**config.mk**
```make
export PLATFORM = sky130hd
export DESIGN_NAME = stat_bank_flat
export DESIGN_NICKNAME = d
export VERILOG_FILES = /design/src/rtl/stat_pkg.sv /design/src/rtl/stat_bank_if.sv /design/src/rtl/stat_bank_sat_counter.sv /design/src/rtl/stat_bank.sv /design/src/flat_wrapper.sv
export SDC_FILE = /design/constraint.sdc
export NUM_CORES = 1
export LEC_CHECK = 0
export BUFFER_PORTS_ARGS = -buffer_cell sky130_fd_sc_hd__clkbuf_2
export CAP_MARGIN = 0
export CORE_AREA = 2 2 76 78
export DETAILED_ROUTE_END_ITERATION = 8
export DIE_AREA = 0 0 78 80
export MAX_ROUTING_LAYER = met4
export PLACE_DENSITY_LB_ADDON = 0.1
export SLEW_MARGIN = 0
export SYNTH_ARGS = -nofsm -noshare
export SYNTH_HDL_FRONTEND = slang
export SYNTH_SLANG_ARGS = --single-unit
export TNS_END_PERCENT = 5
```
**constraint.sdc**
```tcl
create_clock -name clk -period 7.97 [get_ports clk]
set_input_delay 1.1955 -clock clk [delete_from_list [all_inputs] [get_ports clk]]
set_output_delay 1.1955 -clock clk [all_outputs]
set_load 0.01 [all_outputs]
```
**src/rtl/stat_pkg.sv**
```systemverilog
// Shared types and constants for the stat bank: wellness states, default
// geometry and the named stat slots used by the display/input logic.
package stat_pkg;

  localparam int STAT_W_DEF    = 4;
  localparam int NUM_STATS_DEF = 6;

  localparam int HUNGER    = 0;
  localparam int HAPPINESS = 1;
  localparam int HEALTH    = 2;
  localparam int HYGIENE   = 3;
  localparam int ENERGY    = 4;
  localparam int SOCIAL    = 5;

  typedef enum logic [1:0] {
    ST_NORMAL   = 2'd0,
    ST_WARN     = 2'd1,
    ST_CRITICAL = 2'd2,
    ST_DEAD     = 2'd3
  } status_e;

endpackage

```
**src/rtl/stat_bank_if.sv**
```systemverilog
// Stat bank bus: decrement requests and tick selector in, stat vector,
// tick pulse, high flags and wellness status out.
interface stat_bank_if
  import stat_pkg::*;
#(
  parameter int NUM_STATS = NUM_STATS_DEF,
  parameter int STAT_W    = STAT_W_DEF,
  parameter int SEL_W     = $clog2(NUM_STATS)
);
  logic [NUM_STATS-1:0]        inputs;
  logic [SEL_W-1:0]            random;
  logic [NUM_STATS*STAT_W-1:0] stats;
  logic                        tick;
  logic [NUM_STATS-1:0]        high;
  status_e                     status;

  modport master (
    output inputs, random,
    input  stats, tick, high, status
  );

  modport slave (
    input  inputs, random,
    output stats, tick, high, status
  );
endinterface

```
**src/rtl/stat_bank_sat_counter.sv**
```systemverilog
// One saturating up/down stat counter; simultaneous inc and dec cancel.
module sat_counter #(
  parameter int             W    = 4,
  parameter logic [W-1:0]   INIT = '0
) (
  input  logic         clk,
  input  logic         rst,
  input  logic         inc_i,
  input  logic         dec_i,
  input  logic [W-1:0] inc_step_i,
  input  logic [W-1:0] dec_step_i,
  output logic [W-1:0] value_o
);
  localparam logic [W:0] MAX_EXT = {1'b0, {W{1'b1}}};

  logic [W-1:0] cnt_q, cnt_d;
  logic [W:0]   sum, diff;

  // NOTE: every always_comb output gets a default first so no latch is inferred.
  always_comb begin
    sum   = {1'b0, cnt_q} + {1'b0, inc_step_i};
    diff  = {1'b0, cnt_q} - {1'b0, dec_step_i};
    cnt_d = cnt_q;
    if (inc_i && !dec_i) begin
      cnt_d = (sum > MAX_EXT) ? MAX_EXT[W-1:0] : sum[W-1:0];
    end else if (dec_i && !inc_i) begin
      cnt_d = diff[W] ? '0 : diff[W-1:0];  // borrow out means underflow
    end
  end

  // NOTE: sequential state uses non-blocking assignments only.
  always_ff @(posedge clk) begin
    if (rst) cnt_q <= INIT;
    else     cnt_q <= cnt_d;
  end

  assign value_o = cnt_q;
endmodule

```
**src/rtl/stat_bank.sv**
```systemverilog
// Stat bank: NUM_STATS saturating counters, tick timer and wellness FSM.
// Define STAT_BANK_ROUND_ROBIN_EN to pick the tick target round-robin instead of from random.
module stat_bank
  import stat_pkg::*;
#(
  parameter int NUM_STATS   = NUM_STATS_DEF,
  parameter int STAT_W      = STAT_W_DEF,
  parameter int TICK_CYCLES = 10000000,
  parameter int INC_STEP    = 1,
  parameter int DEC_STEP    = 1,
  parameter int INIT_VAL    = 8,
  parameter int WARN_LEVEL  = 12,
  parameter int CRIT_TICKS  = 4
) (
  input  logic        clk,
  input  logic        rst,
  stat_bank_if.slave  bus
);
  localparam int SEL_W  = $clog2(NUM_STATS);
  localparam int TMR_W  = (TICK_CYCLES > 1) ? $clog2(TICK_CYCLES) : 1;
  localparam int CRIT_W = $clog2(CRIT_TICKS + 1);

  localparam logic [STAT_W-1:0] STAT_MAX = {STAT_W{1'b1}};
  localparam logic [STAT_W-1:0] WARN_V   = STAT_W'(WARN_LEVEL);
  localparam logic [STAT_W-1:0] INC_V    = STAT_W'(INC_STEP);
  localparam logic [STAT_W-1:0] DEC_V    = STAT_W'(DEC_STEP);
  localparam logic [STAT_W-1:0] INIT_V   = STAT_W'(INIT_VAL);
  localparam logic [TMR_W-1:0]  TMR_LAST = TMR_W'(TICK_CYCLES - 1);

  logic [TMR_W-1:0]     timer_q, timer_d;
  logic                 tick;
  logic [SEL_W-1:0]     sel;
  logic [STAT_W-1:0]    stat_val [NUM_STATS];
  logic [NUM_STATS-1:0] at_max;
  logic [NUM_STATS-1:0] high;

  assign tick    = (timer_q == TMR_LAST);
  assign timer_d = tick ? '0 : timer_q + TMR_W'(1);

  always_ff @(posedge clk) begin
    if (rst) timer_q <= '0;
    else     timer_q <= timer_d;
  end

`ifdef STAT_BANK_ROUND_ROBIN_EN
  logic [SEL_W-1:0] ptr_q, ptr_d;

  always_comb begin
    ptr_d = ptr_q;
    if (tick) ptr_d = (ptr_q == SEL_W'(NUM_STATS - 1)) ? '0 : ptr_q + SEL_W'(1);
  end

  always_ff @(posedge clk) begin
    if (rst) ptr_q <= '0;
    else     ptr_q <= ptr_d;
  end

  assign sel = ptr_q;
`else
  assign sel = bus.random;
`endif

  for (genvar i = 0; i < NUM_STATS; i++) begin : g_stat
    sat_counter #(.W(STAT_W), .INIT(INIT_V)) u_cnt (
      .clk        (clk),
      .rst        (rst),
      .inc_i      (tick && (sel == SEL_W'(i))),
      .dec_i      (bus.inputs[i]),
      .inc_step_i (INC_V),
      .dec_step_i (DEC_V),
      .value_o    (stat_val[i])
    );
    assign high[i]   = (stat_val[i] >= WARN_V);
    assign at_max[i] = (stat_val[i] == STAT_MAX);
    assign bus.stats[i*STAT_W +: STAT_W] = stat_val[i];
  end

  status_e          state_q, state_d;
  logic [CRIT_W-1:0] crit_q, crit_d;

  always_comb begin
    state_d = state_q;
    crit_d  = crit_q;
    unique case (state_q)
      ST_NORMAL: begin
        if (|at_max)    state_d = ST_CRITICAL;
        else if (|high) state_d = ST_WARN;
      end
      ST_WARN: begin
        if (|at_max)     state_d = ST_CRITICAL;
        else if (!(|high)) state_d = ST_NORMAL;
      end
      ST_CRITICAL: begin
        if (!(|at_max)) begin
          state_d = ST_WARN;
          crit_d  = '0;
        end else if (tick) begin
          crit_d = crit_q + CRIT_W'(1);
          if (crit_d == CRIT_W'(CRIT_TICKS)) state_d = ST_DEAD;
        end
      end
      default: state_d = ST_DEAD;  // sticky until reset
    endcase
  end

  always_ff @(posedge clk) begin
    if (rst) begin
      state_q <= ST_NORMAL;
      crit_q  <= '0;
    end else begin
      state_q <= state_d;
      crit_q  <= crit_d;
    end
  end

  assign bus.tick   = tick;
  assign bus.high   = high;
  assign bus.status = state_q;
endmodule
```
**src/flat_wrapper.sv**
```systemverilog
// flat-port wrapper written by rule: the top's interface ports become plain ports
module stat_bank_flat import stat_pkg::*;
#(
  parameter int NUM_STATS   = NUM_STATS_DEF,
  parameter int STAT_W      = STAT_W_DEF,
  parameter int TICK_CYCLES = 10000000,
  parameter int INC_STEP    = 1,
  parameter int DEC_STEP    = 1,
  parameter int INIT_VAL    = 8,
  parameter int WARN_LEVEL  = 12,
  parameter int CRIT_TICKS  = 4
)
  (clk, rst, bus_inputs, bus_random, bus_stats, bus_tick, bus_high, bus_status);
  stat_bank_if #(.NUM_STATS(NUM_STATS), .STAT_W(STAT_W)) bus_i ();
  input  logic clk;
  input  logic rst;
  input wire logic [$bits(bus_i.inputs)-1:0] bus_inputs;
  input wire logic [$bits(bus_i.random)-1:0] bus_random;
  output wire logic [$bits(bus_i.stats)-1:0] bus_stats;
  output wire logic [$bits(bus_i.tick)-1:0] bus_tick;
  output wire logic [$bits(bus_i.high)-1:0] bus_high;
  output wire logic [$bits(bus_i.status)-1:0] bus_status;
  assign bus_i.inputs = bus_inputs;
  assign bus_i.random = bus_random;
  assign bus_stats = bus_i.stats;
  assign bus_tick = bus_i.tick;
  assign bus_high = bus_i.high;
  assign bus_status = bus_i.status;
  stat_bank #(.NUM_STATS(NUM_STATS), .STAT_W(STAT_W), .TICK_CYCLES(TICK_CYCLES), .INC_STEP(INC_STEP), .DEC_STEP(DEC_STEP), .INIT_VAL(INIT_VAL), .WARN_LEVEL(WARN_LEVEL), .CRIT_TICKS(CRIT_TICKS)) u_core (.clk(clk), .rst(rst), .bus(bus_i));
endmodule
```
==> results by group, run 1 <==
Outcome
  • Status: completed

Timing
  • Max Clock Skew: 0.00746 ns
  • Fin crit share: 39.9%
  • Min Clock Period, post-route: 3.18 ns
  • Fin. Hold Viols: 0
  • Pins over their slew limit: 0
  • Setup_tns: 0 ns
  • Maximum clock rate: 314 MHz
  • Worst setup margin: 4.79 ns
  • RSZ-0062 raised after global routing: no
  • Final setup fails: 0
  • Worst slew pin tran: 0.735 ns
  • Slew HR: 50.9%

Pwr
  • Psw: 0.191 mW
  • Leak: 1.61 nW
  • Peak supply drop: 95.8 uV
  • Flop pwr share: 52.2%
  • Pwr dens: 164 nW/um^2
  • Comb power frac: 21.4%
  • Net switching fraction of the power: 31.9%
  • Clk network pwr share: 26.5%
  • Internal power: 0.406 mW

Setup path
  • Worst Setup End Kind: output port
  • Crit path depth: 6
  • R2r startpoint: u_core.timer_q[0]
  • CP required: 6.77 ns
  • Setup crit start: u_core.timer_q[0]
  • Critical Path End: bus_tick
  • CP max FO: 8
  • Crit start category: flop
  • Number of buffers and inverters on the critical path: 2
  • CP dominant cell by count: nand2_1
  • Worst r2r path cells: 10
  • CP arrival: 1.98 ns
  • CP Cell Sequence: ha_1 > nand2_1 > nor4_4 > nand2_1 > inv_1 > clkbuf_2
  • Worst path max stage delay: 0.43 ns
  • R2R Path End: u_core.g_stat[4].u_cnt.value_o[2]
  • Top delay family on crit path: simple AND/OR/NAND/NOR gates
  • Crit path max-delay cell type: dfxtp_1
  • Reg-to-reg slack, setup: 4.98 ns
  • Setup CP Type: reg -> out

GRT
  • Grt ovf: 0
  • Initial antenna violation count: 0
  • Vias in the first global route: 2646
  • First-pass GRT wire length: 11900 um
  • Total track usage: 23.8%
  • Pin count of the biggest net entering global routing: 31

Clock tree
  • Cts hold-fix bufs: 0
  • Setup bufs post-CTS: 0
  • # H-tree levels: 2
  • Worst-path clk slew: 0.10 ns
  • Max clock buf depth: 2
  • CTS resizes: 0
  • # clock sinks: 53
  • Worst-Skew Late Latency: 0.31 ns
  • CTS tree: yes
  • Inserted Clock Buffers: 5
  • Root Driver: clkbuf_8

Logic synthesis
  • Synth Net Count: 450
  • Netlist Area Pre-Place: 3300 sq um
  • Synth area leader: dfxtp_1
  • Avg Cell Area, Syn: 7.88 sq um
  • EDFF count, synth: 0
  • Top_reg_cell synth: dfxtp_1
  • Largest cells by area after synthesis: dfxtp_1 32%, ha_1 8.0%, a21oi_1 6.4%
  • Synth warn: 0
  • #FFs+latches synth: 53
  • Post-synth top area share: 32.2%
  • Commonest cells in the netlist: 53 x dfxtp_1, 53 x nor2_1, 42 x a21oi_1, 31 x inv_1, 28 x o21ai_0
  • Sequential area share after synthesis: 32.2%
  • Synth Instances: 418
  • Count of different cell masters after synthesis: 44
  • Async S/R FF share, synth: 0%

Min path
  • Hold crit path type: reg -> reg
  • Min-delay src: u_core.crit_q[1]

Die
  • Core area: 5410 sq um
  • I/O Pins: 44
  • Initial core utilization: 61.0%
  • Die Span X: 78 um
  • Chip height: 80 um
  • # rows: 27
  • Die area: 6240 sq um

Finish
  • Share of post-route cells with drive strength above 1: 12.9%
  • Diodes inserted: 0
  • Net count, final: 488
  • Area Overhead vs Synth: 10.6%
  • Fillers: 478
  • Final cell count without fillers: 529

Route
  • Drt wl/cell: 13.2 um
  • Post-route ant nets: 0
  • DRT Pass-1 Iters: 4
  • DRC viols: 0
  • DR iter-0 viols: 143
  • Vias/cell: 5.76
  • DRT Wirelength: 6960 um
  • Via Count: 3045

Placement
  • I/O Buffers: 43
  • Dpl ws: 4.97 ns
  • Placed Instances: 521
  • Routability Congestion: 0.818
  • DPL Wire Length: 5100 um

Flow run
  • Maximum capacitance violations: 0
==> sequential cells by signal (all words and copies together), names as in the netlist <==
name	count
u_core.bus.status	2
u_core.crit_q	3
u_core.g_stat.u_cnt.value_o	24
u_core.timer_q	24
==> metrics by stage <==
step | util (%) | hold WS [ns] | cell area (sq um) | total power [mW]
floorplan | - | 0.453 | 3300 | 0.404
global placement | 65.7 | 0.473 | 3550 | 0.439
detailed placement | 65.7 | 0.495 | 3550 | 0.444
CTS | 67.5 | 0.518 | 3650 | 0.602
global route | 67.5 | 0.537 | 3650 | 0.632
finish | 67.5 | 0.513 | 3650 | 0.596
==> layout make-up <==
class                   count  area [sq um]  share of cell area (%)
clock buffers               5          68.8                    1.89
clock inverters             3          25.0                   0.686
inverters                  31           116                    3.19
multi-input cells         322          2070                    56.8
flip-flops and latches     53          1060                    29.1
well taps                  72          90.1                    2.47
repair buffers             43           215                    5.90
==> worst min path at each step <==
stage,to,depth (start not counted)
after floorplan,u_core.timer_q[0],1
after global placement,u_core.timer_q[0],1
after detailed placement,u_core.timer_q[0],1
after CTS,u_core.crit_q[1],2
after global routing,u_core.timer_q[0],1
final,u_core.crit_q[1],2
==> power groups by stage <==
stage	logic [mW]	clock network, mW	registers, mW
floorplan	0.0922	0	0.312
global placement	0.123	0	0.316
global route	0.143	0.173	0.315
CTS	0.127	0.164	0.311
finish	0.127	0.158	0.311
detailed placement	0.127	0	0.317
==> per-layer routing <==
layer	up-vias	share of wire (%)	GRT usage, %
met2	68	47	38.7
met3	4	4.2	3.51
li1	1581	-	-
met1	1392	48	31.7
met5	-	0	-
met4	0	0.49	5.09
==> cells in the final DEF, fill, tap and decap left out, types with 3 or more instances in the layout <==
cell,netlist,layout
nor4_1,3,3
ha_1,21,21
nand3_1,22,22
dfxtp_1,53,53
clkbuf_2,0,43
nor3_1,10,10
a21oi_1,42,42
or3_1,6,6
inv_1,31,31
a21o_1,11,11
a211o_1,6,6
nor2_1,53,53
xnor2_1,6,6
nand2_1,16,16
and2_1,6,6
clkbuf_8,0,5
a311oi_1,7,7
nor4b_1,3,3
nor3b_1,13,13
xor2_1,17,17
a31oi_1,7,7
nand4_1,5,5
and3_1,12,12
or4_1,6,6
o21ai_0,28,28
==> tightest hold or removal path: cells and delay by family, from the launching register on <==
kind	cells	cell delay (ns)
flip-flops	1	0.34
AO/OA/AOI/OAI	1	0.06
AND/OR/NAND/NOR	1	0.07
==> cell families (layout without fill, tap and decap cells) <==
logic type      count (synthesis)  count (layout)  share of synthesized area [%]
compound gates                111             111                           20.8
xor+xnor                       23              23                           6.11
fa+ha+maj                      21              21                           7.97
buf+inv                        43              82                           5.01
flops                          53              53                           32.2
simple gates                  167             167                           27.9
Power figures use the tool's default switching activity.
==> inputs of run 2 (changes only) <==
--- a/config.mk
+++ b/config.mk
@@ -7,9 +7,9 @@
 export LEC_CHECK = 0
 export BUFFER_PORTS_ARGS = -buffer_cell sky130_fd_sc_hd__clkbuf_2
 export CAP_MARGIN = 0
-export CORE_AREA = 2 2 76 78
+export CORE_AREA = 2 2 79 81
 export DETAILED_ROUTE_END_ITERATION = 8
-export DIE_AREA = 0 0 78 80
+export DIE_AREA = 0 0 81 83
 export MAX_ROUTING_LAYER = met4
 export PLACE_DENSITY_LB_ADDON = 0.1
 export SLEW_MARGIN = 0
==> constraint.sdc (replaced) <==
create_clock -name clk -period 3 [get_ports clk]
set_input_delay 0.45 -clock clk [delete_from_list [all_inputs] [get_ports clk]]
set_output_delay 0.45 -clock clk [all_outputs]
set_load 0.01 [all_outputs]
==> run 2 against run 1 <==
  * First-iteration DRC count rose by 69%
  * Sequential share of layout area is 0.20 points lower
  * Worst setup slack worse by 4.5 ns
  * Final cell count increased by 1.1%
  * Register-to-register slack got worse by 4.7 ns
  * Critical path depth is 2 higher
  * Utilization down 4.3 points
  * Clock-buffer cell count up 1
  * Combinational power grew to 2.7 times the previous value
  * Sequential power grew to 2.7 times the previous value
  * Clock power rose to 2.5 times the previous value
  * Critical path type is now reg -> reg
  * Critical endpoint is now u_core.g_stat[2].u_cnt.value_o[2]
  * Largest power group unchanged
  * Highest routed layer unchanged
==> results by group, run 2 (synthesis results as in run 1) <==
Clock tree
  • # H-tree levels: 2 (unchanged)
  • Inserted Clock Buffers: 5 (unchanged)
  • # clock sinks: 53 (unchanged)
  • Worst-path clk slew: 0.09 ns (about the same)
  • Worst-Skew Late Latency: 0.31 ns (about the same)
  • CTS tree: yes
  • Setup bufs post-CTS: 0 (unchanged)
  • Cts hold-fix bufs: 0 (unchanged)
  • Max clock buf depth: 2 (unchanged)
  • Root Driver: clkbuf_8

Finish
  • Commonest non-fill, non-tap cells in the layout: 53 x nor2_1, 53 x dfxtp_1, 43 x clkbuf_2
  • Fillers: 534 (+12%)
  • Reg area: 1060 sq um (unchanged)
  • Area Overhead vs Synth: 11.4%
  • Net count, final: 491 (+0.61%)
  • Share of post-route cells with drive strength above 1: 13.7% (+0.79 points)
  • Diodes inserted: 0 (unchanged)
  • Area of the multi-input gates: 2070 sq um (+0.24%)

Setup path
  • R2r startpoint: u_core.timer_q[0]
  • Crit start category: flop
  • Setup CP Type: reg -> reg
  • Worst Setup End Kind: flop
  • Reg-to-reg slack, setup: 0.24 ns (-4.74 ns)
  • R2R Path End: u_core.g_stat[2].u_cnt.value_o[2]
  • Worst r2r path cells: 8 (-2)
  • CP arrival: 2.98 ns (+1.00 ns)
  • Setup crit start: u_core.timer_q[0]
  • Critical Path End: u_core.g_stat[2].u_cnt.value_o[2]
  • CP required: 3.23 ns (-3.54 ns)
  • CP max FO: 8 (unchanged)

Route
  • Drt wl/cell: 13.0 um (-1.1%)
  • DRC viols: 0 (unchanged)
  • Post-route ant nets: 0 (unchanged)
  • Vias/cell: 5.65 (-1.9%)
  • DR iter-0 viols: 242 (+69%)
  • DRT Pass-1 Iters: 4 (unchanged)
  • Via Count: 3022 (-0.76%)
  • DRT Wirelength: 6970 um (about the same)

Timing
  • Fin. Hold Viols: 0 (unchanged)
  • Max Clock Skew: 0.00616 ns (-0.00130 ns)
  • Fin crit share: 91.9%
  • Slew HR: 55.5% (+4.7 points)
  • Final setup fails: 0 (unchanged)
  • Worst slew pin tran: 0.661 ns (-0.0740 ns)
  • Min Clock Period, post-route: 2.76 ns
  • Setup_tns: 0 ns (unchanged)
  • Pins over their slew limit: 0 (unchanged)
  • Maximum clock rate: 363 MHz
  • RSZ-0062 raised after global routing: no

Die
  • Die Span X: 81 um (+3.8%)
  • Initial core utilization: 56.7% (-4.3 points)
  • Die area: 6720 sq um (+7.7%)
  • Core area: 5820 sq um (+7.6%)
  • I/O Pins: 44 (unchanged)
  • Chip height: 83 um (+3.8%)
  • # rows: 28 (+3.7%)

Pwr
  • Comb power frac: 21.5% (about the same)
  • Net switching fraction of the power: 31.3% (-0.63 points)
  • Clk network pwr share: 25.6% (-0.9 points)
  • Flop pwr share: 52.8% (+0.6 points)
  • Internal power: 1.07 mW (+160%)
  • Leak: 1.61 nW (+0.14%)
  • PnR Total Power: 1.56 mW (+160%)
  • Psw: 0.490 mW (+160%)
  • Peak supply drop: 285 uV (+200%)
  • Pwr dens: 426 nW/um^2 (+160%)

Min path
  • Hold path depth: 1 (-1)
  • Hold crit path type: reg -> reg

Placement
  • Routability Congestion: 0.884 (+8.0%)
  • DPL Wire Length: 5080 um (-0.43%)
  • I/O Buffers: 43 (unchanged)

GRT
  • First-pass GRT wire length: 11900 um (-0.40%)
  • Pin count of the biggest net entering global routing: 31 (unchanged)
  • Total track usage: 22.2% (-1.6 points)
  • Initial antenna violation count: 0 (unchanged)
  • Vias in the first global route: 2633 (-0.49%)
  • Grt ovf: 0 (unchanged)

Outcome
  • Status: completed

Flow run
  • Maximum capacitance violations: 0 (unchanged)
-- run 2: cell count changes in the layout (fill, tap and decap cells not counted), sizes merged --
| cell | previous run | this run |
|---|---|---|
| clkbuf | 48 | 49 |
| inv | 33 | 31 |
| clkinvlp | 1 | 2 |
| buf | 0 | 3 |
-- run 2: what timing repair did --
item / 4_1_cts / 5_1_grt
hold endpoints to repair: 0 / 0
endpoints found under the setup margin: 0 / 2
gates resized for setup: 0 / 2
-- run 2: final cells by class --
class	count	share of cell area [%]
multi-input cells	322	56.5
flip-flops and latches	53	28.9
repair buffers	46	6.48
inverters	31	3.17
well taps	75	2.56
clock buffers	6	1.98
clock inverters	2	0.409
-- run 2: layer usage --
metal	wire (um)	up-vias	GRT usage, %	part of all wire, %
met2	3080	65	32.8	44
met3	315	5	3.26	4.5
met5	0	-	-	0
li1	-	1587	-	-
met4	70	0	5.24	1.0
met1	3500	1365	31.9	50
-- run 2: critical path, cell delays in order, from the launching register on --
cell	delay [ns]
dfxtp_1	0.42
ha_1	0.19
nand2_1	0.08
nor4_4	0.31
nand2_1	0.18
nor4b_1	0.40
ha_1	0.39
or4_1	0.55
a21oi_1	0.15
-- run 2: how the worst min path moves through the flow --
stage	start	to	slack [ns]
after CTS	u_core.timer_q[0]	u_core.timer_q[0]	0.51
after detailed placement	u_core.timer_q[0]	u_core.timer_q[0]	0.48
after global routing	u_core.crit_q[1]	u_core.crit_q[1]	0.54
final	u_core.timer_q[0]	u_core.timer_q[0]	0.50
after global placement	u_core.timer_q[0]	u_core.timer_q[0]	0.47
after floorplan	u_core.timer_q[0]	u_core.timer_q[0]	0.45
-- run 2: power groups by stage --
| stage | sequential, mW | combinational, mW | clock (mW) |
|---|---|---|---|
| 2_1_floorplan | 0.828 | 0.245 | 0 |
| 3_3_place_gp | 0.840 | 0.330 | 0 |
| 3_5_place_dp | 0.841 | 0.337 | 0 |
| 4_1_cts | 0.825 | 0.338 | 0.409 |
| 5_1_grt | 0.839 | 0.388 | 0.441 |
| 6_report | 0.826 | 0.337 | 0.401 |
-- run 2: stage by stage --
stage	hold slack [ns]	cells	util (%)	cell area (sq um)	setup WS, ns
global placement	0.474	527	61.5	3580	0.322
CTS	0.507	535	63.0	3670	0.247
global route	0.544	535	63.1	3670	0.00732
floorplan	0.453	418	-	3300	0.368
finish	0.504	535	63.1	3670	0.243
detailed placement	0.484	527	61.5	3580	0.261
==> inputs of run 3 (changes only) <==
--- a/config.mk
+++ b/config.mk
@@ -7,9 +7,9 @@
 export LEC_CHECK = 0
 export BUFFER_PORTS_ARGS = -buffer_cell sky130_fd_sc_hd__clkbuf_2
 export CAP_MARGIN = 0
-export CORE_AREA = 2 2 79 81
+export CORE_AREA = 2 2 89 91
 export DETAILED_ROUTE_END_ITERATION = 8
-export DIE_AREA = 0 0 81 83
+export DIE_AREA = 0 0 91 93
 export MAX_ROUTING_LAYER = met4
 export PLACE_DENSITY_LB_ADDON = 0.1
 export SLEW_MARGIN = 0
==> run 3 against run 2 <==
  * First-iteration DRC count fell by 32%
  * Combinational power barely moved
  * Clock power rose by 26%
  * Die area rose by 26%
  * Critical path type unchanged
  * Fmax rose by 0.31%
==> results by group, run 3 (synthesis results as in run 1) <==
Pwr
  • Leak: 1.63 nW (+1.3%)
  • PnR Total Power: 1.67 mW (+7.0%)
  • Peak supply drop: 183 uV (-36%)
  • Pwr dens: 447 nW/um^2 (+5.0%)

Route
  • Drt wl/cell: 12.9 um (-0.80%)
  • Max Used Layer: met4
  • Met3 WL: 261 um (-17%)
  • Post-route ant nets: 0 (unchanged)
  • DRT Wirelength: 7260 um (+4.2%)
  • Vias/cell: 5.45 (-3.6%)
  • DRT Pass-1 Iters: 5 (+1)
  • DRC viols: 0 (unchanged)
  • Via Count: 3061 (+1.3%)
  • Routed length on met2: 3150 um (+2.2%)
  • Metal-1 WL: 3780 um (+8.1%)
  • DR iter-0 viols: 165 (-32%)

GRT
  • Total track usage: 18.0% (-4.2 points)
  • Grt ovf: 0 (unchanged)
  • Pin count of the biggest net entering global routing: 30 (-3.2%)
  • First-pass GRT wire length: 12400 um (+4.8%)
  • Initial antenna violation count: 0 (unchanged)
  • Vias in the first global route: 2669 (+1.4%)

Finish
  • Commonest non-fill, non-tap cells in the layout: 53 x nor2_1, 53 x dfxtp_1, 43 x clkbuf_2
  • Diodes inserted: 0 (unchanged)
  • Share of post-route cells with drive strength above 1: 14.1% (+0.43 points)
  • Net count, final: 491 (unchanged)
  • Area Overhead vs Synth: 13.5%
  • Final instance area: 3740 sq um (+1.9%)

Clock tree
  • Setup bufs post-CTS: 0 (unchanged)
  • Worst-Skew Late Latency: 0.31 ns (about the same)
  • # H-tree levels: 2 (unchanged)
  • # clock sinks: 53 (unchanged)
  • Worst-path clk slew: 0.09 ns (about the same)
  • Max clock buf depth: 2 (unchanged)
  • Root Driver: clkbuf_8
  • CTS tree: yes
  • Cts hold-fix bufs: 0 (unchanged)
  • Inserted Clock Buffers: 5 (unchanged)

Timing
  • Hold WS: 0.506 ns (+0.00265 ns)
  • Setup_tns: 0 ns (unchanged)
  • Pins over their slew limit: 0 (unchanged)
  • Final setup fails: 0 (unchanged)
  • Max Clock Skew: 0.00797 ns (+0.00181 ns)
  • Fin. Hold Viols: 0 (unchanged)
  • Maximum clock rate: 364 MHz (+0.31%)
  • Slew HR: 51.8% (-3.7 points)
  • Fin crit share: 91.6% (-0.28 points)
  • Min Clock Period, post-route: 2.75 ns (-0.00840 ns)
  • Worst slew pin tran: 0.721 ns (+0.0597 ns)
  • RSZ-0062 raised after global routing: no

Setup path
  • CP dominant cell by count: nand2_1
  • CP arrival: 2.98 ns (about the same)
  • CP max FO: 7 (-1)
  • Worst Setup End Kind: flop
  • Crit path max-delay cell type: or4_1
  • Reg-to-reg slack, setup: 0.25 ns (about the same)
  • Setup CP Type: reg -> reg
  • CP required: 3.24 ns (about the same)
  • CP Cell Sequence: ha_1 > nand2_1 > nor4_4 > nand2_2 > inv_1 > nand2_1 > nor3_1 > ha_2 > or4_1 > a21oi_1
  • Worst path max stage delay: 0.52 ns (-0.03 ns)
  • Crit start category: flop

Placement
  • I/O Buffers: 43 (unchanged)
  • Routability Congestion: 0.874 (-1.2%)
  • Placed cell areas: 3610 sq um (+0.94%)
  • DPL Wire Length: 5210 um (+2.5%)

Die
  • # rows: 32 (+14%)
  • Chip height: 93 um (+12%)
  • Die area: 8460 sq um (+26%)
  • Die Span X: 91 um (+12%)
  • Core area: 7530 sq um (+29%)
  • Initial core utilization: 43.8% (-13 points)
  • I/O Pins: 44 (unchanged)

Min path
  • Hold crit path type: reg -> reg

Outcome
  • Status: completed

Flow run
  • Maximum capacitance violations: 0 (unchanged)
## run 3: cell types whose count changed in the layout (fill, tap and decap cells not counted), sizes merged
| cell | previous run | this run |
|---|---|---|
| bufinv | 0 | 1 |
| clkinvlp | 2 | 1 |
## run 3: worst max-delay path: cells and delay by family (launching register included)
family / cells / cell delay [ns]
simple gates: 6 / 1.41
fa+ha+maj: 2 / 0.58
flops: 1 / 0.43
compound gates: 1 / 0.15
buf+inv: 1 / 0.11
## run 3: path summary, 6_finish.rpt
path | cells past startpoint | end | startpoint
max reg2reg | 10 | u_core.g_stat[4].u_cnt.value_o[2] | u_core.timer_q[0]
max | 10 | u_core.g_stat[4].u_cnt.value_o[2] | u_core.timer_q[0]
min reg2reg | 1 | u_core.timer_q[0] | u_core.timer_q[0]
min | 1 | u_core.timer_q[0] | u_core.timer_q[0]
## run 3: final cells by class
type | instances | area [sq um]
repair buffers | 46 | 238
well taps | 102 | 128
inverters | 31 | 116
clock inverters | 2 | 37.5
clock buffers | 6 | 82.6
multi-input cells | 322 | 2080
fillers | 761 | 3790
flip-flops and latches | 53 | 1060
## run 3: per-stage QoR
step | setup WS (ns) | instances | util (%)
floorplan | 0.368 | 418 | -
global route | 0.0156 | 562 | 49.7
global placement | 0.323 | 554 | 48.0
finish | 0.252 | 562 | 49.7
CTS | 0.184 | 562 | 49.6
detailed placement | 0.199 | 554 | 48.0
## run 3: per-layer routing
metal | vias to the layer above | track usage (%)
met1 | 1399 | 25.3
li1 | 1592 | -
met3 | 5 | 2.66
met5 | - | -
met4 | 0 | 4.29
met2 | 65 | 27.5
## run 3: power breakdown
group | internal [mW] | switching (mW)
Clock | 0.272 | 0.235
Combinational | 0.164 | 0.173
Sequential | 0.745 | 0.0839
## run 3: what timing repair did
item                                   4_1_cts  5_1_grt
gates resized for setup                      0        3
endpoints found under the hold margin        0        0
setup endpoints to repair                    0        2
